## config.mk

```make
export PLATFORM = sky130hd
export DESIGN_NAME = contador_universal_flat
export DESIGN_NICKNAME = d
export VERILOG_FILES = /design/src/rtl/contador_if.sv /design/src/rtl/contador_universal.sv /design/src/flat_wrapper.sv
export SDC_FILE = /design/constraint.sdc
export NUM_CORES = 1
export LEC_CHECK = 0
export ABC_AREA = 1
export BUFFER_PORTS_ARGS = -buffer_cell sky130_fd_sc_hd__buf_2
export CAP_MARGIN = 15
export CORE_MARGIN = 4
export CORE_UTILIZATION = 48
export CTS_CLUSTER_DIAMETER = 120
export DETAILED_ROUTE_END_ITERATION = 7
export PLACE_DENSITY = 0.74
export SLEW_MARGIN = 5
export SYNTH_ARGS = -nofsm -noshare
export SYNTH_HDL_FRONTEND = slang
export SYNTH_SLANG_ARGS = --single-unit
```

## constraint.sdc

```tcl
create_clock -name clk -period 1.9 [get_ports clk]
set_clock_uncertainty 0.1 [all_clocks]
set_input_delay 0.285 -clock clk [delete_from_list [all_inputs] [get_ports clk]]
set_output_delay 0.285 -clock clk [all_outputs]
set_load 0.02 [all_outputs]
```

## src/rtl/contador_if.sv

```systemverilog
// contador_if: control, data and status signals of the universal counter
interface contador_if #(
  parameter int WIDTH = 4
);
  logic             enable;
  logic [2:0]       mode;
  logic [WIDTH-1:0] load_val;
  logic             serial_in;
  logic [WIDTH-1:0] q;
  logic             serial_out;
  logic             tc;
  logic             zero;
  modport master (output enable, mode, load_val, serial_in, input q, serial_out, tc, zero);
  modport slave  (input enable, mode, load_val, serial_in, output q, serial_out, tc, zero);
endinterface

```

## src/rtl/contador_universal.sv

```systemverilog
// contador_universal: up/down modulo counter fused with a shift/rotate register and saturating parallel load
module contador_universal #(
  parameter int          WIDTH     = 4,
  parameter int unsigned MAX_COUNT = (2**WIDTH)-1,
  parameter int unsigned RESET_VAL = 0
) (
  input logic       clk,
  input logic       reset,
  contador_if.slave bus
);
  localparam logic [WIDTH-1:0] MAXV = MAX_COUNT[WIDTH-1:0];
  localparam logic [WIDTH-1:0] RSTV = RESET_VAL[WIDTH-1:0];
  if (WIDTH < 2 || 64'(MAX_COUNT) >= (64'd1 << WIDTH) || RESET_VAL > MAX_COUNT) begin : g_bad_params
    $error("contador_universal: illegal WIDTH/MAX_COUNT/RESET_VAL combination");
  end
  logic [WIDTH-1:0] q, q_n;
  logic             so, so_n, tc, tc_n;
  always_comb begin
    q_n  = q;
    so_n = so;
    tc_n = 1'b0;
    if (bus.enable)
      case (bus.mode)
        3'b001: begin
          q_n  = (q >= MAXV) ? '0 : q + 1'b1;
          tc_n = q >= MAXV;
        end
        3'b010: begin
          q_n  = (q == '0 || q > MAXV) ? MAXV : q - 1'b1;
          tc_n = q == '0;
        end
        3'b011: begin
          q_n  = {q[WIDTH-2:0], bus.serial_in};
          so_n = q[WIDTH-1];
        end
        3'b100: begin
          q_n  = {bus.serial_in, q[WIDTH-1:1]};
          so_n = q[0];
        end
        3'b101: begin
          q_n  = {q[WIDTH-2:0], q[WIDTH-1]};
          so_n = q[WIDTH-1];
        end
        3'b110: begin
          q_n  = {q[0], q[WIDTH-1:1]};
          so_n = q[0];
        end
        3'b111: q_n = (bus.load_val > MAXV) ? MAXV : bus.load_val;
        default: ;
      endcase
  end
  always_ff @(posedge clk or posedge reset)
    if (reset) begin
      q  <= RSTV;
      so <= 1'b0;
      tc <= 1'b0;
    end else begin
      q  <= q_n;
      so <= so_n;
      tc <= tc_n;
    end
  assign bus.q          = q;
  assign bus.serial_out = so;
  assign bus.tc         = tc;
  assign bus.zero       = q == '0;
endmodule

```

## src/flat_wrapper.sv

```systemverilog
// flat-port wrapper written by rule: the top's interface ports become plain ports
module contador_universal_flat 
#(
  parameter int          WIDTH     = 4,
  parameter int unsigned MAX_COUNT = (2**WIDTH)-1,
  parameter int unsigned RESET_VAL = 0
)
  (clk, reset, bus_enable, bus_mode, bus_load_val, bus_serial_in, bus_q, bus_serial_out, bus_tc, bus_zero);
  contador_if #(.WIDTH(WIDTH)) bus_i ();
  input logic clk;
  input logic reset;
  input wire logic [$bits(bus_i.enable)-1:0] bus_enable;
  input wire logic [$bits(bus_i.mode)-1:0] bus_mode;
  input wire logic [$bits(bus_i.load_val)-1:0] bus_load_val;
  input wire logic [$bits(bus_i.serial_in)-1:0] bus_serial_in;
  output wire logic [$bits(bus_i.q)-1:0] bus_q;
  output wire logic [$bits(bus_i.serial_out)-1:0] bus_serial_out;
  output wire logic [$bits(bus_i.tc)-1:0] bus_tc;
  output wire logic [$bits(bus_i.zero)-1:0] bus_zero;
  assign bus_i.enable = bus_enable;
  assign bus_i.mode = bus_mode;
  assign bus_i.load_val = bus_load_val;
  assign bus_i.serial_in = bus_serial_in;
  assign bus_q = bus_i.q;
  assign bus_serial_out = bus_i.serial_out;
  assign bus_tc = bus_i.tc;
  assign bus_zero = bus_i.zero;
  contador_universal #(.WIDTH(WIDTH), .MAX_COUNT(MAX_COUNT), .RESET_VAL(RESET_VAL)) u_core (.clk(clk), .reset(reset), .bus(bus_i));
endmodule
```

; ---- Yosys cells after proc, flatten, opt, wreduce, memory -nomap -nowiden
; Cells that the tools add are included.
[word_totals]
register_bits = 6
in_bits = 11
word_cells = 30
out_inout_bits = 7
[classes]
muxes = 7
magnitude_cmp = 3
n_addsub = 2
reduce_logical = 8
n_eq_ne = 7
[op_table]
columns = cell, count
row1 = $pmux 4 s7, 1
row2 = $eq 3x3->1 const B, 4
row3 = $mux 4, 3
row4 = $gt 4x4->1 const B, 2
row5 = $reduce_bool 7->1, 1
row6 = $eq 3x2->1 const B, 2
row7 = $add 4x1->4 const B, 1
row8 = $ge 4x4->1 const B, 1
row9 = $logic_not 4->1, 1
row10 = $pmux 1 s2, 2
row11 = $reduce_and 2->1, 2
row12 = $reduce_or 2->1, 2
row13 = $sub 4x1->4 const B, 1
row14 = $eq 3x1->1 const B, 1
row15 = $reduce_bool 2->1, 1
row16 = $logic_or 1x1->1, 1
row17 = $mux 1, 1

; ---- Longest topological paths before layout
; Gate-level depths: netlist of the first run.
[depth]
word_depth = 4
depth_mapped = 10
depth_no_buf = 10

; ---- Worst setup path after synthesis of the first run
; Ideal clock, no wire load.
[synth_timing]
path_type = register to register
from = register u_core.q[0] (netlist: u_core.bus.q[0])
to = register u_core.q[0] (netlist: u_core.bus.q[0])
path_slack_ns = 0.325
required_time_ns = 1.687
period_less_slack_ns = 1.575
path_stages_with_launch = 11
path_buffers = 0
arrival_ns = 1.362
path_cell_list = dfrtp_1 inv_1 ha_1 nand2_1 inv_1 nand2_1 nor2_1 nor2_1 nand3_1 nand2_1 inv_1
[synth_via]
elab_chain_cells = 4
word_cells_on_any_way = 9
classes_between = add/sub: 2 / order compare: 2 / mux: 3 / reduce/logical: 2
[synth_lines]
columns = element, line
row1 = start: declaration, contador_universal.sv:16  ; logic [WIDTH-1:0] q, q_n;
row2 = start signal: assignment, contador_universal.sv:58  ; q <= q_n;
row3 = $gt 4x4->1 or $logic_not 4->1 (tied branches), contador_universal.sv:29  ; q_n = (q == '0 || q > MAXV) ? MAXV : q - 1'b1;
row4 = $logic_or 1x1->1, contador_universal.sv:29
row5 = $mux 4, contador_universal.sv:29
row6 = $pmux 4 s7 *, contador_universal.sv:23  ; case (bus.mode)
; Mark *: on every way between the ends. The rest lies on a longest branch, timed or not.
; A chain may end at the register's enable or synchronous reset.

; ---- Worst setup path after layout of the first run
[layout_timing]
from = register u_core.q[1] (netlist: u_core.bus.q[1])
to = output port bus_zero
[layout_via]
elab_chain_cells = 1
[layout_lines]
columns = element, line
row1 = $logic_not 4->1, contador_universal.sv:65  ; assign bus.zero = q == '0;
row2 = end: declaration, flat_wrapper.sv:19  ; output wire logic [$bits(bus_i.zero)-1:0] bus_zero;
; Every way passes these cells.

==> impl_metrics.env, run 1 <==
export IMPL_required_ns=1.51
export IMPL_peakVddDrop_uv=612
export IMPL_clk_pin_slew_ns=0.04
export IMPL_fin_cells=141
export IMPL_via_per_inst=5.13
export IMPL_grt_use_met1_pct=26.5
export IMPL_placedCellCount=136
export IMPL_met2_usage_pct=28.1
export IMPL_dp_hpwl_um=1290
export IMPL_final_max_slew_viol_count=0
export IMPL_combPwrFrac_pct=45.9
export IMPL_fin_crit_ns=1.77
export IMPL_tns_ns=0
export IMPL_wl_per_cell_um=11.5
export IMPL_dieHeight_um=44.8
export IMPL_firstDrtPassIters=4
export IMPL_p_leak_nw=0.433
export IMPL_ys_seq_area_share_pct=23.1
export IMPL_syn_area_per_cell_um2=6.14
export IMPL_clk_latency_ns=0.24
export IMPL_place_gp_congestion=0.865
export IMPL_synth_top_family_by_area="simple AND/OR/NAND/NOR gates"
export IMPL_io_pin_count=18
export IMPL_syn_num_nets=119
export IMPL_finalPower_mw=0.577
export IMPL_grt_max_degree=12
export IMPL_power_frac_seq_pct=34.6
export IMPL_ys_seq_elements=6
export IMPL_antenna_cells=0
export IMPL_synthToLayoutAreaGrowth_pct=20.0
export IMPL_synth_mux_area_fraction_pct=0
export IMPL_drive_gt1_share_pct=32.5
export IMPL_synth_xor_area_share_pct=0
export IMPL_setup_ws_ns=0.131
export IMPL_synthDistinctLibCells=24
export IMPL_internal_power_mw=0.324
export IMPL_design_core_area_um2=1280
export IMPL_netlist_area_um2=651
export IMPL_cp_arrival_ns=1.38
export IMPL_rsz0062_at_grt="no"
export IMPL_clk_path_buf_depth=2
export IMPL_status="finished, final reports clean"
export IMPL_drc_errors=0
export IMPL_synthTopCellsByArea="dfrtp_1 23%, nand2_1 15%, nor2_1 9.8%"
export IMPL_slew_headroom_pct=77.5
export IMPL_vias=724
export IMPL_synth_adder_area_share_pct=3.85
export IMPL_period_share_pct=93.1
export IMPL_hp_class="in2reg"
export IMPL_worst_slew_pin_slew_ns=0.338
export IMPL_end_kind="output pin"
export IMPL_grt_pass1_wl_um=2730
export IMPL_nets=141
export IMPL_drtIter0Drc=37
export IMPL_synth_cells=106
export IMPL_final_hold_viol_count=0
export IMPL_ant_nets=0
export IMPL_max_freq_mhz=565
export IMPL_clock_sinks=6
export IMPL_htreeDepth=1
export IMPL_maxCapViolCount=0
export IMPL_post_place_ws_ns=0.291
export IMPL_cts_made_buffers=3
export IMPL_synth_compound_area_share_pct=11.9
export IMPL_netSwitchingFraction_pct=43.9
export IMPL_power_net_switching_mw=0.253
export IMPL_setup_viol=0
export IMPL_worstSetupStartpointType="flop"
export IMPL_path_class="reg2out"
export IMPL_antenna_found_initial=0
export IMPL_cts_root_buf="clkbuf_4"
export IMPL_synthSimpleGateAreaFrac_pct=48.8
export IMPL_powerDensity_nw_per_um2=739
export IMPL_final_common_cell="nand2_1"
export IMPL_portBuffers=17
export IMPL_cts_tree="yes"
export IMPL_grt_total_usage_pct=18.2
export IMPL_grt_busiest_layer="met2"
export IMPL_row_count=13
export IMPL_yosysTopAreaCell="dfrtp_1"
export IMPL_start_util_pct=50.6
export IMPL_grt_overflow=0
export IMPL_fp_dieW_um=44.8
export IMPL_pwr_share_clk_pct=19.5
export IMPL_final_cell_mix="26 x nand2_1, 17 x nor2_1, 17 x buf_2"
export IMPL_grt_pass1_vias=613
export IMPL_met3_usage_pct=4.78
export IMPL_ys_warn_count=0
export IMPL_die_area_um2=2010
export IMPL_worst_path_max_fanout=7
export IMPL_synth_top_area_share_pct=23.1
export IMPL_wl_um=1620
[stage by stage]
step	utilization [%]	cell area [µm²]	hold WS, ns
final	60.8	781	0.217
after global routing	60.8	781	0.196
after CTS	59.8	768	0.215
after detailed placement	57.3	736	0.107
after global placement	57.3	736	0.101
after floorplan	-	651	-0.0240
[registers in the layout, summed over array words and instances (netlist names)]
name	flops
u_core.bus.q	4
u_core.bus.serial_out	1
u_core.bus.tc	1
[power groups by stage]
stage                     sequential (mW)  clock (mW)  combinational [mW]
after floorplan                     0.211           0               0.167
after global placement              0.197           0               0.250
after detailed placement            0.198           0               0.251
after CTS                           0.196       0.119               0.254
after global routing                0.206       0.134               0.298
final                               0.200       0.112               0.265
[layout make-up]
class	count	area [µm²]
Sequential cell	6	153
Inverter	16	63.8
Tap cell	15	18.8
Timing Repair Buffer	19	103
Multi-Input combinational cell	82	420
Clock buffer	3	22.5
Fill cell	121	504
[synth_stat cells, drive strengths merged]
master,number
a21oi,4
o21a,1
inv,15
nand2,29
nand3,12
ha,2
a22oi,1
clkinv,1
or2,1
o21ai,7
buf,2
nor3,3
dfrtp,6
nand4,2
nor2,20
[layer usage]
metal  share of wire [%]  wire length (µm)
met5                   0                 0
met4                   0                 0
met3                 7.7               124
met2                  49               785
met1                  44               708
[timing repair]
| action | 4_1_cts | 5_1_grt |
|---|---|---|
| endpoints found under the setup margin | 0 | 1 |
| hold endpoints to repair | 6 | 0 |
| gates resized for setup | 0 | 4 |
| hold buffers | 1 | 0 |
| setup buffers | 0 | 1 |
[logic make-up (layout without fill, tap and decap cells)]
kind of cell,after synthesis,in the layout
simple gates,67,67
buf+inv,18,38
compound gates,13,13
flops,6,6
fa+ha+maj,2,2
[path summary, 6_finish.rpt]
check | from | to | slack, ns | cells past startpoint
min in group asynchronous | reset | u_core.bus.q[2] | 0.43 | 3
min reg2reg | u_core.bus.serial_out | u_core.bus.serial_out | 0.38 | 2
max reg2reg | u_core.bus.q[1] | u_core.bus.q[0] | 0.38 | 10
max in group asynchronous | reset | u_core.bus.q[0] | 1.06 | 3
min | bus_enable | u_core.bus.tc | 0.22 | 2
max | u_core.bus.q[1] | bus_zero | 0.13 | 7
[worst max-delay path, stage by stage, from the launching register on]
cell and delay, ns:
dfrtp_2 0.44, inv_1 0.12, ha_1 0.17, nand2_1 0.07, inv_1 0.07, nand2_1 0.07
inv_1 0.05, buf_2 0.15
No activity file was read; power rests on OpenSTA's default activity.
==> inputs of run 2 (changes only) <==
==> constraint.sdc (replaced) <==
create_clock -name clk -period 1.9 [get_ports clk]
set_clock_uncertainty 0.1 [all_clocks]
set_input_delay 0.285 -clock clk [delete_from_list [all_inputs] [get_ports clk]]
set_output_delay 0.285 -clock clk [all_outputs]
set_load 0.005 [all_outputs]
==> impl_metrics.env, run 2 (synthesized netlist as in run 1, its figures left out) <==
export IMPL_hp_class="in2reg"
export IMPL_row_count=13
export IMPL_grt_pass1_vias=601
export IMPL_antenna_cells=0
export IMPL_synthToLayoutAreaGrowth_pct=18.5
export IMPL_status="finished, final reports clean"
export IMPL_combPwrFrac_pct=40.9
export IMPL_cp_arrival_ns=1.37
export IMPL_io_pin_count=18
export IMPL_clk_path_buf_depth=2
export IMPL_nets=140
export IMPL_fin_util_pct=60.0
export IMPL_drc_errors=0
export IMPL_startpoint="u_core.bus.q[1]"
export IMPL_cpMostUsedCell="inv_1"
export IMPL_wl_per_cell_um=11.5
export IMPL_dieHeight_um=44.8
export IMPL_clk_latency_ns=0.25
export IMPL_hp_start="bus_enable"
export IMPL_start_util_pct=50.6
export IMPL_wl_um=1600
export IMPL_dr_max_layer_used="met3"
export IMPL_firstDrtPassIters=4
export IMPL_power_frac_seq_pct=37.1
export IMPL_cts_setup_buffers=0
export IMPL_peakVddDrop_uv=390
export IMPL_critPathTopFamily="flip-flops"
export IMPL_post_place_ws_ns=0.289
export IMPL_grt_overflow=0
export IMPL_final_common_cell="nand2_1"
export IMPL_rsz0062_at_grt="no"
export IMPL_worst_slew_pin_slew_ns=0.350
export IMPL_max_freq_mhz=569
export IMPL_power_net_switching_mw=0.229
export IMPL_p_leak_nw=0.428
export IMPL_pwr_share_clk_pct=21.9
export IMPL_vias=714
export IMPL_cts_tree="yes"
export IMPL_tns_ns=0
export IMPL_fp_dieW_um=44.8
export IMPL_cpPeakStageDelay_ns=0.46
export IMPL_period_share_pct=92.5
export IMPL_via_per_inst=5.10
export IMPL_powerDensity_nw_per_um2=709
export IMPL_cts_root_buf="clkbuf_4"
export IMPL_grt_total_usage_pct=17.8
export IMPL_setup_viol=0
export IMPL_clock_sinks=6
export IMPL_place_gp_congestion=0.936
export IMPL_path_cells="inv_1, ha_1, nand2_1, inv_1, nand2_1, inv_1, buf_2"
export IMPL_slowest_stage="dfrtp_2"
export IMPL_grt_pass1_wl_um=2550
export IMPL_drive_gt1_share_pct=32.0
export IMPL_required_ns=1.51
export IMPL_drtIter0Drc=24
export IMPL_stdcell_area_um2=771
export IMPL_setup_ws_ns=0.143
export IMPL_clk_pin_slew_ns=0.05
export IMPL_maxCapViolCount=0
export IMPL_final_max_slew_viol_count=0
export IMPL_slew_headroom_pct=76.7
export IMPL_fin_crit_ns=1.76
export IMPL_internal_power_mw=0.317
export IMPL_die_area_um2=2010
export IMPL_portBuffers=17
export IMPL_dp_hpwl_um=1290
export IMPL_htreeDepth=1
export IMPL_grt_max_degree=12
export IMPL_largest_register="u_core.bus.q"
export IMPL_netSwitchingFraction_pct=41.9
export IMPL_wl_met2_um=803
export IMPL_worstSetupStartpointType="flop"
export IMPL_worst_path_max_fanout=9
export IMPL_cts_made_buffers=3
export IMPL_end_kind="output pin"
export IMPL_ant_nets=0
export IMPL_largest_reg_flops=4
export IMPL_timing_rr_start="u_core.bus.q[1]"
export IMPL_route_met3_wl_um=105
export IMPL_final_hold_viol_count=0
export IMPL_placed_area_um2=736
export IMPL_design_core_area_um2=1280
export IMPL_path_buf_inv=4
export IMPL_path_class="reg2out"
export IMPL_final_cell_mix="26 x nand2_1, 17 x nor2_1, 17 x buf_2"
export IMPL_met1_length_um=694
export IMPL_antenna_found_initial=0
run 2: cell count changes in the layout (fill, tap and decap cells not counted):
cell   delta
buf_4     -1
inv_4     -1
inv_2     +1
run 2: power by group through the flow:
stage               Combinational, mW  Sequential, mW  Clock (mW)
detailed placement              0.222           0.201           0
finish                          0.224           0.203       0.120
floorplan                       0.165           0.184           0
global placement                0.220           0.200           0
CTS                             0.224           0.199       0.127
global route                    0.254           0.208       0.138
run 2: layer usage:
layer	GRT usage, %	up-vias
met5	0	-
met4	5.26	0
met3	5.98	0
met2	28.7	23
met1	22.5	315
li1	-	376
run 2: cell type report:
class	instances	area [µm²]
inverter	16	61.3
clock buffer	3	22.5
sequential	6	153
fill	133	514
tap	15	18.8
multi-input combinational	82	420
timing repair buffer	18	95.1
run 2: through the flow:
step / total power [mW] / hold slack [ns] / instances
after floorplan: 0.349 / -0.0240 / 106
after global placement: 0.420 / 0.107 / 136
after detailed placement: 0.422 / 0.106 / 136
after global routing: 0.600 / 0.199 / 140
after CTS: 0.551 / 0.200 / 140
final: 0.546 / 0.205 / 140
run 2: final timing paths:
check / end / slack (ns) / cells after the start
max: bus_zero / 0.14 / 7
max reg2reg: u_core.bus.q[0] / 0.36 / 10
min reg2reg: u_core.bus.serial_out / 0.39 / 2
min: u_core.bus.tc / 0.21 / 2
min in group asynchronous: u_core.bus.q[3] / 0.40 / 3
max in group asynchronous: u_core.bus.q[0] / 1.09 / 3
run 2: repair_timing:
item | CTS | global route
setup endpoints to repair | 0 | 1
endpoints found under the hold margin | 6 | 0
hold buffers | 1 | 0
resized for setup | 0 | 3
